`src/rtl/ex_wb_skid_stage_pkg.sv`:
```
// Shared EX/WB pipeline definitions: default widths, payload layout and write-data select.
package ex_wb_skid_stage_pkg;

  localparam int DW_DEF = 8;
  localparam int RW_DEF = 3;
  localparam int IW_DEF = 8;
  localparam int SEL_W  = 32;

  typedef struct packed {
    logic              regwrite;
    logic              immload;
    logic [DW_DEF-1:0] alures;
    logic [DW_DEF-1:0] immdata;
    logic [RW_DEF-1:0] writereg;
    logic [IW_DEF-1:0] instr;
  } ex_wb_payload_t;

  // Operates at SEL_W so any data width up to 32 can use it via a cast at the call site.
  function automatic logic [SEL_W-1:0] wdata_sel(input logic             immload,
                                                 input logic [SEL_W-1:0] alures,
                                                 input logic [SEL_W-1:0] immdata);
    return immload ? immdata : alures;
  endfunction

endpackage

```
`src/rtl/ex_wb_skid_stage_if.sv`:
```
// EX-side, WB-side and forwarding signals of the EX/WB skid stage.
interface ex_wb_skid_stage_if #(
  parameter int DW = 8,
  parameter int RW = 3,
  parameter int IW = 8
);
  logic          flush;
  logic          ex_valid;
  logic          ex_ready;
  logic          ex_regwrite;
  logic          ex_immload;
  logic [DW-1:0] ex_alures;
  logic [DW-1:0] ex_immdata;
  logic [RW-1:0] ex_writereg;
  logic [IW-1:0] ex_instr;
  logic          wb_valid;
  logic          wb_ready;
  logic          wb_regwrite;
  logic          wb_immload;
  logic [DW-1:0] wb_alures;
  logic [DW-1:0] wb_immdata;
  logic [RW-1:0] wb_writereg;
  logic [IW-1:0] wb_instr;
  logic [DW-1:0] wb_wdata;
  logic          fwd_valid;
  logic [RW-1:0] fwd_reg;
  logic [DW-1:0] fwd_data;
  logic [1:0]    occupancy;

  modport master (
    output flush, ex_valid, ex_regwrite, ex_immload, ex_alures, ex_immdata,
           ex_writereg, ex_instr, wb_ready,
    input  ex_ready, wb_valid, wb_regwrite, wb_immload, wb_alures, wb_immdata,
           wb_writereg, wb_instr, wb_wdata, fwd_valid, fwd_reg, fwd_data, occupancy
  );

  modport slave (
    input  flush, ex_valid, ex_regwrite, ex_immload, ex_alures, ex_immdata,
           ex_writereg, ex_instr, wb_ready,
    output ex_ready, wb_valid, wb_regwrite, wb_immload, wb_alures, wb_immdata,
           wb_writereg, wb_instr, wb_wdata, fwd_valid, fwd_reg, fwd_data, occupancy
  );
endinterface

```
`src/rtl/ex_wb_skid_stage_pipe_slot.sv`:
```
// One valid bit plus payload register; clear wins over load.
module pipe_slot
  import ex_wb_skid_stage_pkg::*;
#(
  parameter type T = ex_wb_payload_t
) (
  input  logic clk,
  input  logic rst,
  input  logic i_load,
  input  logic i_clr,
  input  T     i_d,
  output logic o_valid,
  output T     o_q
);

  logic r_valid;
  T     r_q;

  always_ff @(posedge clk or posedge rst) begin
    if (rst) begin
      r_valid <= 1'b0;
      r_q     <= '0;
    end else if (i_clr) begin
      r_valid <= 1'b0;
    end else if (i_load) begin
      r_valid <= 1'b1;
      r_q     <= i_d;
    end
  end

  assign o_valid = r_valid;
  assign o_q     = r_q;

endmodule

```
`src/rtl/ex_wb_skid_stage.sv`:
```
// EX/WB stage with a 2-entry skid buffer: head drives WB, skid absorbs one entry under backpressure.
module ex_wb_skid_stage
  import ex_wb_skid_stage_pkg::*;
#(
  parameter int DW = DW_DEF,
  parameter int RW = RW_DEF,
  parameter int IW = IW_DEF
) (
  input  logic               clk,
  input  logic               rst,
  ex_wb_skid_stage_if.slave  bus
);

  typedef struct packed {
    logic          regwrite;
    logic          immload;
    logic [DW-1:0] alures;
    logic [DW-1:0] immdata;
    logic [RW-1:0] writereg;
    logic [IW-1:0] instr;
    logic [DW-1:0] wdata;
  } payload_t;

  payload_t w_in, w_head_d, w_head_q, w_skid_q, w_src;
  logic     w_head_v, w_skid_v, w_push, w_pop;
  logic     w_head_load, w_head_clr, w_skid_load, w_skid_clr;

  always_comb begin
    w_in          = '0;
    w_in.regwrite = bus.ex_regwrite;
    w_in.immload  = bus.ex_immload;
    w_in.alures   = bus.ex_alures;
    w_in.immdata  = bus.ex_immdata;
    w_in.writereg = bus.ex_writereg;
    w_in.instr    = bus.ex_instr;
    w_in.wdata    = DW'(wdata_sel(bus.ex_immload, SEL_W'(bus.ex_alures), SEL_W'(bus.ex_immdata)));
  end

  // ex_ready comes straight from the skid valid flop, keeping wb_ready off the EX timing path.
  assign w_push = bus.ex_valid & ~w_skid_v;
  assign w_pop  = w_head_v & bus.wb_ready;

  always_comb begin
    w_head_load = 1'b0;
    w_head_clr  = 1'b0;
    w_skid_load = 1'b0;
    w_skid_clr  = 1'b0;
    w_head_d    = w_in;
    if (bus.flush) begin
      w_head_clr = 1'b1;
      w_skid_clr = 1'b1;
    end else if (w_skid_v) begin
      if (w_pop) begin
        w_head_load = 1'b1;
        w_head_d    = w_skid_q;
        w_skid_clr  = 1'b1;
      end
    end else if (!w_head_v) begin
      w_head_load = w_push;
    end else if (w_push && w_pop) begin
      w_head_load = 1'b1;
    end else if (w_push) begin
      w_skid_load = 1'b1;
    end else if (w_pop) begin
      w_head_clr = 1'b1;
    end
  end

  pipe_slot #(.T(payload_t)) u_head (
    .clk     (clk),
    .rst     (rst),
    .i_load  (w_head_load),
    .i_clr   (w_head_clr),
    .i_d     (w_head_d),
    .o_valid (w_head_v),
    .o_q     (w_head_q)
  );

  pipe_slot #(.T(payload_t)) u_skid (
    .clk     (clk),
    .rst     (rst),
    .i_load  (w_skid_load),
    .i_clr   (w_skid_clr),
    .i_d     (w_in),
    .o_valid (w_skid_v),
    .o_q     (w_skid_q)
  );

  assign bus.ex_ready    = ~w_skid_v;
  assign bus.wb_valid    = w_head_v;
  assign bus.wb_regwrite = w_head_v & w_head_q.regwrite;
  assign bus.wb_immload  = w_head_q.immload;
  assign bus.wb_alures   = w_head_q.alures;
  assign bus.wb_immdata  = w_head_q.immdata;
  assign bus.wb_writereg = w_head_q.writereg;
  assign bus.wb_instr    = w_head_q.instr;
  assign bus.wb_wdata    = w_head_q.wdata;

  // Youngest entry wins, even when it does not write the register file.
  assign w_src         = w_skid_v ? w_skid_q : w_head_q;
  assign bus.fwd_valid = (w_skid_v | w_head_v) & w_src.regwrite;
  assign bus.fwd_reg   = w_src.writereg;
  assign bus.fwd_data  = w_src.wdata;
  assign bus.occupancy = {1'b0, w_head_v} + {1'b0, w_skid_v};

endmodule

```
`src/flat_wrapper.sv`:
```
// flat-port wrapper written by rule: the top's interface ports become plain ports
module ex_wb_skid_stage_flat import ex_wb_skid_stage_pkg::*;
#(
  parameter int DW = DW_DEF,
  parameter int RW = RW_DEF,
  parameter int IW = IW_DEF
)
  (clk, rst, bus_flush, bus_ex_valid, bus_ex_regwrite, bus_ex_immload, bus_ex_alures, bus_ex_immdata, bus_ex_writereg, bus_ex_instr, bus_wb_ready, bus_ex_ready, bus_wb_valid, bus_wb_regwrite, bus_wb_immload, bus_wb_alures, bus_wb_immdata, bus_wb_writereg, bus_wb_instr, bus_wb_wdata, bus_fwd_valid, bus_fwd_reg, bus_fwd_data, bus_occupancy);
  ex_wb_skid_stage_if #(.DW(DW), .RW(RW), .IW(IW)) bus_i ();
  input  logic clk;
  input  logic rst;
  input wire logic [$bits(bus_i.flush)-1:0] bus_flush;
  input wire logic [$bits(bus_i.ex_valid)-1:0] bus_ex_valid;
  input wire logic [$bits(bus_i.ex_regwrite)-1:0] bus_ex_regwrite;
  input wire logic [$bits(bus_i.ex_immload)-1:0] bus_ex_immload;
  input wire logic [$bits(bus_i.ex_alures)-1:0] bus_ex_alures;
  input wire logic [$bits(bus_i.ex_immdata)-1:0] bus_ex_immdata;
  input wire logic [$bits(bus_i.ex_writereg)-1:0] bus_ex_writereg;
  input wire logic [$bits(bus_i.ex_instr)-1:0] bus_ex_instr;
  input wire logic [$bits(bus_i.wb_ready)-1:0] bus_wb_ready;
  output wire logic [$bits(bus_i.ex_ready)-1:0] bus_ex_ready;
  output wire logic [$bits(bus_i.wb_valid)-1:0] bus_wb_valid;
  output wire logic [$bits(bus_i.wb_regwrite)-1:0] bus_wb_regwrite;
  output wire logic [$bits(bus_i.wb_immload)-1:0] bus_wb_immload;
  output wire logic [$bits(bus_i.wb_alures)-1:0] bus_wb_alures;
  output wire logic [$bits(bus_i.wb_immdata)-1:0] bus_wb_immdata;
  output wire logic [$bits(bus_i.wb_writereg)-1:0] bus_wb_writereg;
  output wire logic [$bits(bus_i.wb_instr)-1:0] bus_wb_instr;
  output wire logic [$bits(bus_i.wb_wdata)-1:0] bus_wb_wdata;
  output wire logic [$bits(bus_i.fwd_valid)-1:0] bus_fwd_valid;
  output wire logic [$bits(bus_i.fwd_reg)-1:0] bus_fwd_reg;
  output wire logic [$bits(bus_i.fwd_data)-1:0] bus_fwd_data;
  output wire logic [$bits(bus_i.occupancy)-1:0] bus_occupancy;
  assign bus_i.flush = bus_flush;
  assign bus_i.ex_valid = bus_ex_valid;
  assign bus_i.ex_regwrite = bus_ex_regwrite;
  assign bus_i.ex_immload = bus_ex_immload;
  assign bus_i.ex_alures = bus_ex_alures;
  assign bus_i.ex_immdata = bus_ex_immdata;
  assign bus_i.ex_writereg = bus_ex_writereg;
  assign bus_i.ex_instr = bus_ex_instr;
  assign bus_i.wb_ready = bus_wb_ready;
  assign bus_ex_ready = bus_i.ex_ready;
  assign bus_wb_valid = bus_i.wb_valid;
  assign bus_wb_regwrite = bus_i.wb_regwrite;
  assign bus_wb_immload = bus_i.wb_immload;
  assign bus_wb_alures = bus_i.wb_alures;
  assign bus_wb_immdata = bus_i.wb_immdata;
  assign bus_wb_writereg = bus_i.wb_writereg;
  assign bus_wb_instr = bus_i.wb_instr;
  assign bus_wb_wdata = bus_i.wb_wdata;
  assign bus_fwd_valid = bus_i.fwd_valid;
  assign bus_fwd_reg = bus_i.fwd_reg;
  assign bus_fwd_data = bus_i.fwd_data;
  assign bus_occupancy = bus_i.occupancy;
  ex_wb_skid_stage #(.DW(DW), .RW(RW), .IW(IW)) u_core (.clk(clk), .rst(rst), .bus(bus_i));
endmodule
```
`config.mk`:
```
export PLATFORM = sky130hd
export DESIGN_NAME = ex_wb_skid_stage_flat
export DESIGN_NICKNAME = d
export VERILOG_FILES = /design/src/rtl/ex_wb_skid_stage_pkg.sv /design/src/rtl/ex_wb_skid_stage_if.sv /design/src/rtl/ex_wb_skid_stage_pipe_slot.sv /design/src/rtl/ex_wb_skid_stage.sv /design/src/flat_wrapper.sv
export SDC_FILE = /design/constraint.sdc
export NUM_CORES = 1
export LEC_CHECK = 0
export ABC_AREA = 1
export CAP_MARGIN = 10
export CORE_MARGIN = 8
export CORE_UTILIZATION = 54
export DETAILED_ROUTE_END_ITERATION = 12
export HOLD_SLACK_MARGIN = 0.03
export PLACE_DENSITY = 0.88
export SETUP_SLACK_MARGIN = 0.02
export SKIP_LAST_GASP = 1
export SLEW_MARGIN = 20
export SYNTH_ARGS = -nofsm -noshare
export SYNTH_HDL_FRONTEND = slang
export SYNTH_HIERARCHICAL = 1
export SYNTH_SLANG_ARGS = --single-unit
```
`constraint.sdc`:
```
create_clock -name clk -period 4.7 [get_ports clk]
set_clock_uncertainty 0.15 [all_clocks]
set_input_delay 0.94 -clock clk [delete_from_list [all_inputs] [get_ports clk]]
set_output_delay 0.94 -clock clk [all_outputs]
set_load 0.02 [all_outputs]
```
=== Yosys cells after proc, flatten, opt, wreduce, memory -nomap -nowiden ===
Index checks and enable logic that the tools add are counted.

* Add/subtract/negate cells: 1
* Multiplexer cells: 26
* Bitwise gates (word level): 8
* Reductions and logical operators: 5

{| class="wikitable"
|+ Operators by type and width
! operator !! count
|-
| two-way mux 37 bit || 4
|-
| two-way mux 1 bit || 21
|-
| two-way mux 8 bit || 1
|-
| AND 1 bit || 4
|-
| AND reduction 2 bit || 2
|-
| nonzero test 2 bit || 2
|-
| NOT 1 bit || 3
|-
| adder 1 x 1 -> 2 bit || 1
|-
| logical AND 1 bit || 1
|-
| OR 1 bit || 1
|}

* Flip-flop bits (word level): 76
* Input port bits: 34
* Output and inout bits: 53
* Logic and storage cells: 56

=== Depth between registers and ports, before layout ===
Gate-level depths: netlist (run 1).

* Word-level depth: 9
* Gate-level depth with buffers: 10

=== Hierarchy ===
The synthesis (run 1) kept the hierarchy.

{| class="wikitable"
|+ By module, submodules not included
! module !! times used !! cells each !! area each (µm²) !! sequential area each (µm²)
|-
| pipe_slot || 2 || 166 || 1550.2 || 950.9
|-
| ex_wb_skid_stage || 1 || 203 || 890.9 || 0.0
|}

=== Worst setup path before layout (run 1) ===
OpenSTA, ideal clock, no wires.

* Kind: flip-flop to output port
* From: reg u_core.u_skid.r_valid (netlist: u_core/u_skid/o_valid)
* To: out bus_fwd_valid
* Arrival time: 1285 ps
* Data required time: 3610 ps
* Setup slack: 2325 ps
* Stages on the path, launching flop included: 5
* Path buffers: 1
* Cell sequence: dfrtp_1 -> inv_2 -> buf_2 -> ha_1 -> a21oi_1

* Cells in the longest elaborated chain, start to end: 2
* Elaborated cells between the ends (all ways): 3

{| class="wikitable"
|+ Ends and longest elaborated chain
! what !! RTL line !! RTL
|-
| from (decl) || ex_wb_skid_stage_pipe_slot.sv:16 || <nowiki>logic r_valid;</nowiki>
|-
| from (signal assigned) || ex_wb_skid_stage_pipe_slot.sv:21 || <nowiki>r_valid <= 1'b0;</nowiki>
|-
| from (signal assigned) || ex_wb_skid_stage_pipe_slot.sv:24 || <nowiki>r_valid <= 1'b0;</nowiki>
|-
| from (signal assigned) || ex_wb_skid_stage_pipe_slot.sv:26 || <nowiki>r_valid <= 1'b1;</nowiki>
|-
| OR 1 bit or two-way mux 37 bit (tied branches) || ex_wb_skid_stage.sv:101, ex_wb_skid_stage.sv:100 ||
|-
| AND 1 bit * || ex_wb_skid_stage.sv:101 || <nowiki>assign bus.fwd_valid = (w_skid_v | w_head_v) & w_src.regwrite;</nowiki>
|-
| to (decl) || flat_wrapper.sv:30 || <nowiki>output wire logic [$bits(bus_i.fwd_valid)-1:0] bus_fwd_valid;</nowiki>
|}

Mark *: on every way between the ends. The rest lies on a longest branch, timed or not.

=== Worst setup path after layout (run 1) ===
Same ends and word-level chain as after synthesis.

==> results of run 1 <==
==> logic make-up (layout without fill, tap and decap cells) <==
logic type / Yosys count / after routing / share of synthesized area, %
AO/OA/AOI/OAI: 11 / 11 / 1.379
flip-flops: 76 / 76 / 47.65
AND/OR/NAND/NOR: 392 / 392 / 41.00
buffers and inverters: 54 / 124 / 9.342
adder cells (fa/ha/maj): 2 / 2 / 0.6269
==> worst max-delay path, delay by kind of cell (launching register included) <==
family	cells	cell delay [ns]
compound gates	1	0.15
flops	1	0.75
fa+ha+maj	1	0.28
buf+inv	2	0.98
==> Yosys cell counts (2+ instances only) <==
| cell type | n | share of area, % |
|---|---|---|
| nand2_1 | 273 | 26 |
| nand3_1 | 112 | 14 |
| dfrtp_1 | 76 | 48 |
| buf_6 | 19 | 5.4 |
| inv_1 | 13 | 1.2 |
| buf_2 | 10 | 1.3 |
| o21ai_0 | 10 | 1.3 |
| clkbuf_1 | 5 | 0.47 |
| buf_4 | 4 | 0.75 |
| inv_2 | 3 | 0.28 |
| ha_1 | 2 | 0.63 |
| nand2_2 | 2 | 0.31 |
| nor2_1 | 2 | 0.19 |
==> power by group <==
part,switching (mW),total [mW],internal (mW)
Sequential,0.0891,0.873,0.784
Clock,0.241,0.622,0.381
Combinational,0.307,0.549,0.241
Total,0.637,2.04,1.41
==> area by class of cell <==
type | instances | area [µm²]
fill | 594 | 2247
tap | 99 | 123.9
inverter | 16 | 60.06
multi-input combinational | 405 | 1725
clock inverter | 4 | 95.09
timing repair buffer | 92 | 905.9
clock buffer | 12 | 155.1
sequential | 76 | 1902
==> per-layer routing <==
| metal | GRT usage [%] | vias to the layer above | share of wire, % |
|---|---|---|---|
| met3 | 4.360 | 24 | 9.6 |
| met4 | 10.16 | 0 | 2.1 |
| met2 | 36.28 | 229 | 48 |
| li1 | - | 1823 | - |
| met5 | 0 | - | 0 |
| met1 | 28.56 | 1793 | 41 |
==> through the flow <==
step | cell area, µm² | instances
finish | 4967 | 704
global route | 4967 | 704
CTS | 4967 | 704
detailed placement | 4717 | 688
global placement | 4717 | 688
floorplan | 3991 | 535
==> worst min-delay path by stage <==
stage / startpoint / to / slack, ns
final: u_core/u_head/o_q[13]$_DFFE_PP0P_ / u_core/u_head/o_q[13]$_DFFE_PP0P_ / 0.33
after global placement: u_core/u_skid/o_q[13]$_DFFE_PP0P_ / u_core/u_skid/o_q[13]$_DFFE_PP0P_ / 0.30
after CTS: u_core/u_skid/o_q[9]$_DFFE_PP0P_ / u_core/u_skid/o_q[9]$_DFFE_PP0P_ / 0.33
after floorplan: u_core/u_skid/o_q[10]$_DFFE_PP0P_ / u_core/u_skid/o_q[10]$_DFFE_PP0P_ / 0.29
after global routing: u_core/u_skid/o_q[24]$_DFFE_PP0P_ / u_core/u_skid/o_q[24]$_DFFE_PP0P_ / 0.34
after detailed placement: u_core/u_skid/o_q[8]$_DFFE_PP0P_ / u_core/u_skid/o_q[8]$_DFFE_PP0P_ / 0.31
==> flip-flops by register name, indices dropped and copies added, names as in the netlist <==
name / count
u_core/u_head/o_q: 37
u_core/u_skid/o_q: 37
u_core/u_head/o_valid: 1
u_core/u_skid/o_valid: 1
==> cell usage in the layout, fill, tap and decap left out, types with 2 or more instances in the layout <==
master / count
nand2_1: 273
inv_1: 12
dfrtp_1: 76
buf_4: 6
nor2_1: 2
o21ai_0: 9
clkbuf_8: 11
nand2_2: 2
bufinv_16: 3
nand3_1: 112
inv_2: 3
ha_1: 2
clkdlybuf4s50_1: 86
==> results.tsv, run 1 <==
stage	metric	value	unit
run_status	status	finished, final reports clean	
detailed_routing	DRT Pass-1 Iters	5	
synth	number of synthesized flops with an enable pin	0	
clock_network	Sink Count	76	
timing	Hold Slack	0.3251	ns
timing	Tcrit/Tclk final	76.83	%
synth	#FFs+latches synth	76	
setup_path	crit-path cells	inv_2, ha_1, a21oi_1, clkdlybuf4s50_1	
setup_path	Worst R2R Start	u_core/u_skid/o_valid$_DFFE_PP0P_	
placement	dpl hpwl	7331	µm
die	# rows	31	
die	die width	102.0	µm
detailed_routing	Post-Route WL	11190	µm
cells_and_area	Final Util	68.85	%
clock_network	Num CTS Buffers	9	
timing	Setup violations, final	0	
global_routing	GRT Util Overall	22.48	%
timing	max-slew violations	0	
placement	RePlAce Congestion	0.9200	
clock_network	clock slew at reported path FFs	0.08	ns
die	boundary pin count	87	
setup_path	critical path endpoint	bus_fwd_valid	
synth	Syn Area/Cell	7.460	µm²
die	die area	0.01040	mm²
setup_path	FF-to-FF setup slack	1.72	ns
setup_path	CP Max Fanout	18	
synth	syn_nets	571	
setup_path	reg2reg end	u_core/u_skid/o_q[34]$_DFFE_PP0P_	
timing	RSZ-0062 raised after global routing	no	
synth	main flop type after synthesis	dfrtp_1	
synth	Syn Inst Count	535	
cells_and_area	Nets	636	
synth	post-synthesis sequential area ratio	47.65	%
clock_network	cts hold-fix bufs	0	
clock_network	setup bufs post-CTS	0	
pwr	Power Density	411.4	mW/mm²
setup_path	crit path DAT	2.52	ns
die	core area	0.007214	mm²
pwr	Total Power	2.044	mW
global_routing	initial antenna violation count	0	
global_routing	largest net degree at the start of global routing	40	
run	Maximum Capacitance Violations	0	
pwr	Leak	2.661	nW
clock_network	Root Driver	clkbuf_8	
setup_path	max incr delay on CP	0.75	ns
timing	endpoints failing hold	0	
setup_path	critical path class	reg2out	
worst_hold_path	Worst Hold Class	reg2reg	
timing	setup_tns	0	ns
timing	Worst Max-Slew Pin Slew	0.9467	ns
detailed_routing	routed via count	3869	
setup_path	critical path launch point type	flip-flop	
timing	Max Fclk	276.9	MHz
die	initial core utilization	55.32	%
global_routing	first-pass GRT wire length	18280	µm
setup_path	CP required	3.61	ns
synth	YS warnings	6	
setup_path	Worst R2R Path Depth	6	
cells_and_area	Area Overhead vs Synth	24.45	%
clock_network	Skew-Pair Late Insertion Delay	0.35	ns
synth	asr flop ratio synth	100.0	%
timing	max_slew headroom	36.50	%
cells_and_area	antenna fix cells	0	
global_routing	GRT overflow	0	
timing	final worst slack	1.089	ns
synth	Netlist Area Pre-Place	0.003991	mm²
worst_hold_path	WHS Path Cells	2	
clock_network	number of H-tree levels	3	
detailed_routing	post-route ant nets	0	
clock_network	post_cts resized	0	
setup_path	Critical-path top delay cell	dfrtp_1	
detailed_routing	WL per Instance	15.89	µm
detailed_routing	DRC viols	0	
clock_network	CTS Buffer Depth	2	
pwr	Peak supply drop	0.2177	mV
die	Chip Height	102.0	µm
setup_path	CP Capture Type	primary output	
setup_path	start point of the critical path	u_core/u_skid/o_valid$_DFFE_PP0P_	
timing	final worst path period need	3.611	ns
clock_network	TritonCTS clock tree	done	
global_routing	vias in the first global route	3731	
synth	post-synth cell types	17	
detailed_routing	routed vias/inst	5.496	
cells_and_area	layout cells sized above 1	4.793	%
detailed_routing	initial DRC count	339	
placement	PortBufs	86	
placement	Setup WS pre-CTS	1.105	ns
Power figures use the tool's default switching activity.
==> inputs of run 2 (changes only) <==
--- a/config.mk
+++ b/config.mk
@@ -8,10 +8,10 @@
 export ABC_AREA = 1
 export CAP_MARGIN = 10
 export CORE_MARGIN = 8
-export CORE_UTILIZATION = 54
+export CORE_UTILIZATION = 51
 export DETAILED_ROUTE_END_ITERATION = 12
 export HOLD_SLACK_MARGIN = 0.03
-export PLACE_DENSITY = 0.88
+export PLACE_DENSITY = 0.84
 export SETUP_SLACK_MARGIN = 0.02
 export SKIP_LAST_GASP = 1
 export SLEW_MARGIN = 20
==> constraint.sdc (replaced) <==
create_clock -name clk -period 3.59 [get_ports clk]
set_clock_uncertainty 0.15 [all_clocks]
set_input_delay 0.718 -clock clk [delete_from_list [all_inputs] [get_ports clk]]
set_output_delay 0.718 -clock clk [all_outputs]
set_load 0.02 [all_outputs]
==> run 2 against run 1 <==
Against the previous run: sequential power increased by 32%; core utilization decreased by 4.6 points; flip-flop and latch count unchanged; die area increased by 5.0%; sequential share of layout area increased by 0.44 points; critical path depth unchanged; cell area decreased by 1.1%; clock-buffer cell count increased by 2; first-iteration DRC count decreased by 17%; global-route usage decreased by 2.0 points; clock power decreased by 8.8%; critical path type unchanged; critical endpoint unchanged.
==> results.tsv, run 2 (synthesis results as in run 1) <==
stage	metric	value	unit	change
cells_and_area	layout cells sized above 1	4.613	%	was 4.793%
timing	Max Fclk	304.4	MHz	
cells_and_area	antenna fix cells	0		unchanged
setup_path	FF-to-FF setup slack	0.71	ns	was 1.72 ns
clock_network	clock slew at reported path FFs	0.07	ns	was 0.08 ns
setup_path	CP required	2.72	ns	was 3.61 ns
pwr	Power Density	494.4	mW/mm²	was 411.4 mW/mm²
detailed_routing	initial DRC count	282		was 339
timing	Worst Max-Slew Pin Slew	0.7536	ns	was 0.9467 ns
worst_hold_path	hold path startpoint	u_core/u_head/o_q[11]$_DFFE_PP0P_		was u_core/u_head/o_q[13]$_DFFE_PP0P_
die	die width	104.5	µm	was 102.0 µm
timing	final worst slack	0.3051	ns	was 1.089 ns
global_routing	GRT overflow	0		unchanged
global_routing	vias in the first global route	3600		was 3731
die	Chip Height	104.5	µm	was 102.0 µm
pwr	Peak supply drop	0.2496	mV	was 0.2177 mV
pwr	Leak	2.637	nW	was 2.661 nW
cells_and_area	Final Util	64.22	%	was 68.85%
setup_path	Worst R2R Path Depth	6		unchanged
worst_hold_path	Worst Hold Class	reg2reg		unchanged
clock_network	Num CTS Buffers	9		unchanged
detailed_routing	Top Layer Used	met4		unchanged
die	core area	0.007647	mm²	was 0.007214 mm²
global_routing	first-pass GRT wire length	18380	µm	was 18280 µm
worst_hold_path	Worst Hold Path EP	u_core/u_head/o_q[11]$_DFFE_PP0P_		was u_core/u_head/o_q[13]$_DFFE_PP0P_
detailed_routing	routed via count	3774		was 3869
global_routing	initial antenna violation count	0		unchanged
detailed_routing	post-route ant nets	0		unchanged
timing	Hold Slack	0.3200	ns	was 0.3251 ns
setup_path	CP Capture Type	primary output		unchanged
cells_and_area	Area Overhead vs Synth	23.04	%	was 24.45%
run	Maximum Capacitance Violations	0		unchanged
timing	endpoints failing hold	0		unchanged
timing	setup_tns	0	ns	unchanged
die	initial core utilization	52.19	%	was 55.32%
global_routing	largest net degree at the start of global routing	40		unchanged
setup_path	crit path DAT	2.42	ns	was 2.52 ns
placement	PortBufs	86		unchanged
pwr	Total Power	2.428	mW	was 2.044 mW
die	boundary pin count	87		unchanged
clock_network	TritonCTS clock tree	done		unchanged
clock_network	CTS Buffer Depth	2		unchanged
timing	RSZ-0062 raised after global routing	no		unchanged
clock_network	post_cts resized	0		unchanged
detailed_routing	DRC viols	0		unchanged
detailed_routing	Post-Route WL	10930	µm	was 11190 µm
timing	Tcrit/Tclk final	91.50	%	
clock_network	Sink Count	76		unchanged
setup_path	reg2reg end	u_core/u_skid/o_q[11]$_DFFE_PP0P_		was u_core/u_skid/o_q[34]$_DFFE_PP0P_
cells_and_area	Nets	638		was 636
detailed_routing	Routed met2 length	5071	µm	was 5329 µm
setup_path	critical path class	reg2out		unchanged
placement	Setup WS pre-CTS	0.3699	ns	was 1.105 ns
placement	dpl hpwl	7319	µm	was 7331 µm
timing	Setup violations, final	0		unchanged
clock_network	setup bufs post-CTS	0		unchanged
placement	RePlAce Congestion	0.7985		was 0.9200
global_routing	GRT Util Overall	20.51	%	was 22.48%
setup_path	critical path launch point type	flip-flop		unchanged
detailed_routing	met3 WL	886	µm	was 1073 µm
die	die area	0.01091	mm²	was 0.01040 mm²
timing	final worst path period need	3.285	ns	
clock_network	number of H-tree levels	3		unchanged
clock_network	Skew-Pair Late Insertion Delay	0.35	ns	about the same
run_status	status	finished, final reports clean		unchanged
cells_and_area	most frequent cells in the layout	nand2_1, nand3_1, clkdlybuf4s50_1		unchanged
clock_network	Root Driver	clkbuf_8		unchanged
worst_hold_path	WHS Path Cells	2		unchanged
timing	max_slew headroom	49.58	%	was 36.50%
setup_path	Worst R2R Start	u_core/u_skid/o_valid$_DFFE_PP0P_		unchanged
detailed_routing	DRT Pass-1 Iters	5		unchanged
timing	max-slew violations	0		unchanged
setup_path	CP Max Fanout	18		unchanged
clock_network	cts hold-fix bufs	0		unchanged
detailed_routing	WL per Instance	15.41	µm	was 15.89 µm
detailed_routing	routed vias/inst	5.323		was 5.496
cells_and_area	commonest non-fill, non-tap cell in the layout	nand2_1		unchanged
die	# rows	32		was 31
detailed_routing	met1 wire length	4747	µm	was 4548 µm
[run 2: cell types whose count changed in the layout (fill, tap and decap cells not counted)]
cell / change
bufinv_16: -3
inv_1: +1
clkbuf_8: -1
clkinv_1: -1
clkbuf_1: +3
buf_4: +1
clkinv_2: +1
buf_12: +1
[run 2: worst max-delay path by stage]
stage | end | slack, ns | startpoint | cells past startpoint
after floorplan | bus_fwd_valid | 1.44 | u_core/u_skid/o_valid$_DFFE_PP0P_ | 4
after global placement | u_core/u_skid/o_q[3]$_DFFE_PP0P_ | 0.49 | bus_wb_ready | 7
after detailed placement | u_core/u_skid/o_q[11]$_DFFE_PP0P_ | 0.37 | bus_wb_ready | 7
after CTS | bus_fwd_valid | 0.28 | u_core/u_skid/o_valid$_DFFE_PP0P_ | 4
after global routing | bus_fwd_valid | 0.14 | u_core/u_skid/o_valid$_DFFE_PP0P_ | 4
final | bus_fwd_valid | 0.31 | u_core/u_skid/o_valid$_DFFE_PP0P_ | 4
[run 2: power by group]
part	total (mW)	leakage (nW)	internal [mW]	switching, mW
Combinational	0.715	1.57	0.319	0.396
Sequential	1.15	0.979	1.03	0.119
Clock	0.567	0.0844	0.269	0.298
[run 2: per-layer routing]
| metal | vias to the layer above | global-route usage [%] |
|---|---|---|
| met2 | 181 | 31.06 |
| met3 | 15 | 4.523 |
| met1 | 1752 | 26.81 |
| met5 | - | 0 |
| met4 | 0 | 10.65 |
| li1 | 1826 | - |
[run 2: layout make-up]
type                            count  area, µm²
Fill cell                         677       2736
Inverter                           16      60.06
Clock buffer                       14      152.6
Clock inverter                      2      10.01
Tap cell                          102      127.6
Multi-Input combinational cell    405       1725
Timing Repair Buffer               94      933.4
Sequential cell                    76       1902
[run 2: worst max-delay path: stages, from the launching register on]
cell and delay, ns:
dfrtp_1 0.71, inv_2 0.33, ha_1 0.28, a21oi_1 0.11
clkdlybuf4s50_1 0.63
[run 2: per-stage QoR]
step	cells	area, µm²
4_1_cts	709	4911
5_1_grt	709	4911
3_5_place_dp	693	4748
2_1_floorplan	535	3991
3_3_place_gp	693	4748
6_report	709	4911
